**src/rtl/trigger_event_queue.sv**
```systemverilog
// trigger_event_queue: captures single-clk event pulses, queues them as 2-bit codes and
// presents them one at a time as a held one-hot word to the trigger output encoder.
// Lost events (multi-hot inputs, enqueue into a full queue) are counted in a saturating counter.
module trigger_event_queue #(
   parameter int unsigned DEPTH = 8
) (
   input  logic                     clk,
   input  logic                     reset,
   input  logic                     i_sync,
   input  logic [3:0]               i_ev_in,
   output logic [4:0]               o_trigger_out,
   output logic [$clog2(DEPTH):0]   o_level,
   output logic                     o_full,
   output logic                     o_busy,
   input  logic                     i_drop_clr,
   output logic [15:0]              o_drop_cnt
);

   localparam int unsigned AW = $clog2(DEPTH);
   localparam int unsigned LW = AW + 1;

   typedef enum logic [1:0] {StIdle, StPresent, StHold} state_e;

   state_e          r_state, w_state_nx;
   logic [1:0]      r_mem [DEPTH];
   logic [AW-1:0]   r_wr_ptr, r_rd_ptr;
   logic [LW-1:0]   r_level, w_level_nx;
   logic [4:0]      r_trigger_out, w_trigger_nx;
   logic [1:0]      r_hold_cnt, w_hold_nx;
   logic [15:0]     r_drop_cnt;

   logic            w_push, w_push_ok, w_pop, w_full, w_drop_full;
   logic [1:0]      w_code, w_head;
   logic [2:0]      w_ev_cnt, w_extra, w_drops;
   logic [16:0]     w_drop_sum;

   function automatic logic [4:0] f_onehot(input logic [1:0] code);
      return 5'd1 << code;
   endfunction

   // Number of encoder syncs the frame of each event keeps the encoder busy.
   function automatic logic [1:0] f_hold(input logic [1:0] code);
      logic [1:0] h;
      unique case (code)
         2'd0:    h = 2'd1;
         2'd1:    h = 2'd2;
         default: h = 2'd3;
      endcase
      return h;
   endfunction

   // Input priority encode, drop accounting and FIFO push/pop qualification.
   always_comb begin
      w_push = |i_ev_in;
      w_code = 2'd0;
      if (i_ev_in[0])      w_code = 2'd0;
      else if (i_ev_in[1]) w_code = 2'd1;
      else if (i_ev_in[2]) w_code = 2'd2;
      else if (i_ev_in[3]) w_code = 2'd3;
      w_ev_cnt    = 3'(i_ev_in[0]) + 3'(i_ev_in[1]) + 3'(i_ev_in[2]) + 3'(i_ev_in[3]);
      w_extra     = w_ev_cnt - 3'(w_push);
      w_full      = (r_level == LW'(DEPTH));
      w_pop       = (r_state == StPresent) && i_sync;
      // A pop in the same clk frees a slot, so a full queue can still accept.
      w_push_ok   = w_push && (!w_full || w_pop);
      w_drop_full = w_push && !w_push_ok;
      w_drops     = w_extra + 3'(w_drop_full);
      w_drop_sum  = {1'b0, r_drop_cnt} + 17'(w_drops);
      w_level_nx  = r_level + LW'(w_push_ok) - LW'(w_pop);
      // Bypass the write when empty so HOLD can load an event pushed in the same clk.
      w_head      = (r_level == '0) ? w_code : r_mem[r_rd_ptr];
   end

   // State, pointers, occupancy, presented word, hold counter and drop counter.
   always_ff @(posedge clk or posedge reset) begin
      if (reset) begin
         r_state       <= StIdle;
         r_wr_ptr      <= '0;
         r_rd_ptr      <= '0;
         r_level       <= '0;
         r_trigger_out <= '0;
         r_hold_cnt    <= '0;
         r_drop_cnt    <= '0;
      end else begin
         r_state       <= w_state_nx;
         r_level       <= w_level_nx;
         r_trigger_out <= w_trigger_nx;
         r_hold_cnt    <= w_hold_nx;
         if (w_push_ok) r_wr_ptr <= r_wr_ptr + AW'(1);
         if (w_pop)     r_rd_ptr <= r_rd_ptr + AW'(1);
         if (i_drop_clr)         r_drop_cnt <= '0;
         else if (w_drop_sum[16]) r_drop_cnt <= 16'hFFFF;
         else                     r_drop_cnt <= w_drop_sum[15:0];
      end
   end

   // FIFO storage; contents are don't-care once the pointers are reset.
   always_ff @(posedge clk) begin
      if (w_push_ok) r_mem[r_wr_ptr] <= w_code;
   end

   // Next-state logic.
   always_comb begin
      w_state_nx = r_state;
      unique case (r_state)
         StIdle:    if (r_level != '0) w_state_nx = StPresent;
         StPresent: if (i_sync) w_state_nx = StHold;
         StHold: begin
            if (i_sync && (r_hold_cnt == 2'd1)) begin
               w_state_nx = (w_level_nx != '0) ? StPresent : StIdle;
            end
         end
         default:   w_state_nx = StIdle;
      endcase
   end

   // Next values of the registered outputs: presented word and hold counter.
   always_comb begin
      w_trigger_nx = r_trigger_out;
      w_hold_nx    = r_hold_cnt;
      unique case (r_state)
         StIdle: begin
            if (r_level != '0) w_trigger_nx = f_onehot(w_head);
         end
         StPresent: begin
            if (i_sync) begin
               w_trigger_nx = '0;
               w_hold_nx    = f_hold(w_head);
            end
         end
         StHold: begin
            if (i_sync) begin
               w_hold_nx = r_hold_cnt - 2'd1;
               if ((r_hold_cnt == 2'd1) && (w_level_nx != '0)) w_trigger_nx = f_onehot(w_head);
            end
         end
         default: w_trigger_nx = '0;
      endcase
   end

   assign o_trigger_out = r_trigger_out;
   assign o_level       = r_level;
   assign o_full        = w_full;
   assign o_busy        = (r_state != StIdle) || (r_level != '0);
   assign o_drop_cnt    = r_drop_cnt;

endmodule

```
**config.mk**
```make
export PLATFORM = sky130hd
export DESIGN_NAME = trigger_event_queue
export DESIGN_NICKNAME = d
export VERILOG_FILES = /design/src/rtl/trigger_event_queue.sv
export SDC_FILE = /design/constraint.sdc
export NUM_CORES = 1
export LEC_CHECK = 0
export CAP_MARGIN = 20
export CORE_ASPECT_RATIO = 1.25
export CORE_MARGIN = 1.5
export CORE_UTILIZATION = 59
export CTS_CLUSTER_SIZE = 40
export DETAILED_ROUTE_END_ITERATION = 7
export GPL_ROUTABILITY_DRIVEN = 0
export GPL_TIMING_DRIVEN = 1
export PLACE_DENSITY = 0.88
export SYNTH_ARGS = -nofsm -noshare
export SYNTH_HDL_FRONTEND = slang
export SYNTH_SLANG_ARGS = --single-unit
```
**constraint.sdc**
```tcl
create_clock -name clk -period 6.2 [get_ports clk]
set_clock_uncertainty 0.2 [all_clocks]
set_input_delay 0.93 -clock clk [delete_from_list [all_inputs] [get_ports clk]]
set_output_delay 0.93 -clock clk [all_outputs]
set_load 0.1 [all_outputs]
```
==> results.md <==
* Outcome: completed
* Detailed placement HPWL at 3580 µm
* Slowest stage delay, CP at 0.52 ns
* Antenna Diode Count at 0
* Crit-path cells: clkdlybuf4s50_1 -> nor4_1 -> inv_1 -> ha_1 -> inv_1 -> fa_1 -> inv_1 -> fa_1 -> inv_1 -> fa_1 -> inv_1 -> fa_1 -> nand2b_1 -> a21oi_2 -> nand4_1 -> and4_1 -> nor3_1
* Slowest CP cell: nor4_1
* Crit. End Element: register
* Fill count at 314
* Root Buffer: clkbuf_8
* Routed wire per std cell at 14.6 µm
* Max FO, Critical Path at 8
* Total Neg Setup Slack at 0 ns
* Die Area at 4950 µm²
* Post-cts hold buffer count at 0
* Total GRT Usage at 0.222
* Setup bufs post-CTS at 0
* Footprint of the multi-input gates at 1220 µm²
* Min cycle time layout at 5.48 ns
* Hold Crit Endpoint: o_trigger_out[1]
* CTS tree: done
* Drt pass-1 iters at 4
* Setup crit start: i_ev_in[3]
* RSZ-0062 raised after global routing: no
* Core Area at 4390 µm²
* Final ANT Viol Nets at 0
* Initial antenna violation count at 0
* Hold_sp: o_trigger_out[1]
* Clock Pin Slew Worst Setup and Hold Paths at 0.09 ns
* FMAX at 0.182 GHz
* Worst vdd ir at 0.199 mV
* Syn Area/Cell at 11.1 µm²
* Worst-case clock buffer depth at 2
* DP Cell Count at 328
* Post-synth EDFFs at 16
* Clk Latency, worst-skew pair at 0.31 ns
* Commonest non-fill, non-tap cell in the layout: dfrtp_1
* Synth Register Bits at 50
* Post-route DRC violation count at 0
* Asr flop ratio synth at 0.680
* Hold Worst Slack at 0.294 ns
* Max-slew headroom at 0.340
* Worst hold path class: reg2reg
* Final layout net count at 303
* Gate Count Post-Synth at 241
* Critical R2R Launch: r_state[1]
* Cells resized by post-CTS repair at 0
* Final hold vios at 0
* Final worst path period share at 0.884
* Clock H-tree levels at 2
* Largest net degree at the start of global routing at 35
* Cell repeated most along the worst path: inv_1
* Routed vias at 1,920
* Num rows at 27
* Top_reg_cell synth: dfrtp_1
* Drt first-iter violations at 129
* Vias in the first global route at 1,897
* Sequential share of the synthesized area at 0.498
* Register area at 1330 µm²
* Layout cells sized above 1 at 0.0717
* Setup Crit Path Kind: in2reg
* Hold depth at 1
* Reg2Reg Capture Point: o_drop_cnt[15]
* I/O Pins at 35
* IO buf count at 33
* Most frequent cells in the layout: dfrtp_1 (34), clkdlybuf4s50_1 (33), inv_1 (23)
* Gr ovfl total at 0
* Final max-slew violation count at 0
* Max-Cap Viols at 0
* Syn-to-layout area delta at 17.6%
* Leak at 1.35 nW
* Final setup violation count at 0
* Post-route insts no fill at 337
* FF-to-FF path depth at 14
* YS warnings at 0
* Routed wire length at 4900 µm
* Initial Utilization at 0.609
* Synth cell types at 45
* Sink Count at 50
* Synthesized cell area at 2680 µm²
* WP data arrival at 5.50 ns
* Internal reg-to-reg setup slack at 1.80 ns
* Die Span Y at 78.3 µm
* Die width at 63.2 µm
* Worst endpoint required time at 6.22 ns
* First-pass GRT wire length at 8620 µm
* Worst slew pin tran at 0.987 ns
* Syn_nets at 266
* Vias per cell at 5.70
* Tot Pwr at 0.00152 W
* Pwr dens at 482 nW/µm²
* Total CTS buffers at 5
* CP Launch Type: input pin
==> worst max-delay path, delay by kind of cell <==
kind	cells	cell delay, ns
AO/OA/AOI/OAI	1	0.31
buffers and inverters	6	0.88
adder cells (fa/ha/maj)	5	1.82
AND/OR/NAND/NOR	5	1.56
==> state kept, by name, summed over array words and instances (netlist names) <==
name	flops
r_rd_ptr	3
r_wr_ptr	3
o_level	4
r_mem	16
o_drop_cnt	16
r_state	2
r_hold_cnt	2
o_trigger_out	4
==> logic make-up after synthesis <==
family,count (synthesis),synth area share
AND/OR/NAND/NOR,75,0.139
XOR/XNOR,17,0.0557
buffers and inverters,29,0.0449
AO/OA/AOI/OAI,34,0.0790
multiplexers,18,0.0889
adder cells (fa/ha/maj),17,0.0935
other,1,0.00140
flip-flops,50,0.498
==> report_power, final <==
group / switching (W) / internal [W] / total, W
registers: 0.0000875 / 0.000441 / 0.000528
logic: 0.000516 / 0.000288 / 0.000805
clock network: 0.000105 / 0.0000778 / 0.000183
==> synth_stat cells (2+ instances only) <==
cell type,count,area share
a21o_1,3,0.0084
a21oi_1,16,0.030
a31oi_1,2,0.0047
a41oi_1,2,0.0065
and2_1,3,0.0070
and3_1,4,0.0094
clkbuf_1,3,0.0042
dfrtp_1,34,0.32
edfxtp_1,16,0.18
fa_1,5,0.037
ha_1,12,0.056
inv_1,23,0.032
mux2_1,4,0.017
mux2_2,4,0.017
mux2_4,2,0.011
mux2i_1,5,0.019
mux4_2,2,0.017
nand2_1,22,0.031
nand2b_1,4,0.0094
nand3_1,5,0.0094
nand4_1,2,0.0047
nor2_1,13,0.018
nor3_1,11,0.021
nor3b_1,2,0.0056
nor4_1,2,0.0047
o21ai_0,5,0.0094
or3_1,2,0.0047
xnor2_1,9,0.029
xor2_1,8,0.026
==> worst max-delay path by stage <==
stage                                end  slack, ns  cells past startpoint
after CTS                 o_drop_cnt[15]       0.78                     17
after floorplan           o_drop_cnt[15]       0.98                     15
after detailed placement  o_drop_cnt[15]       0.44                     17
final                     o_drop_cnt[15]       0.72                     17
after global routing      o_drop_cnt[15]       0.36                     17
after global placement    o_drop_cnt[15]       0.72                     17
==> routing by layer <==
metal  vias up  share of wire  GRT usage
met5         -              0          0
met4         0          0.016     0.0717
met3         8          0.046     0.0516
met2        55           0.51      0.387
met1       945           0.42      0.274
li1        912              -          -
==> final cells by class <==
cell class	count	share of cell area
multi-input combinational	162	0.389
tap	58	0.0231
timing repair buffer	36	0.111
sequential	50	0.423
inverter	23	0.0274
clock inverter	2	0.00278
clock buffer	6	0.0231
==> metrics by stage <==
stage,setup WS [ns],area (µm²),utilization
after CTS,0.778,3140,0.715
final,0.720,3150,0.716
after floorplan,0.977,2680,-
after global routing,0.362,3150,0.716
after global placement,0.718,3060,0.697
after detailed placement,0.441,3060,0.697
Power figures use the tool's default switching activity.
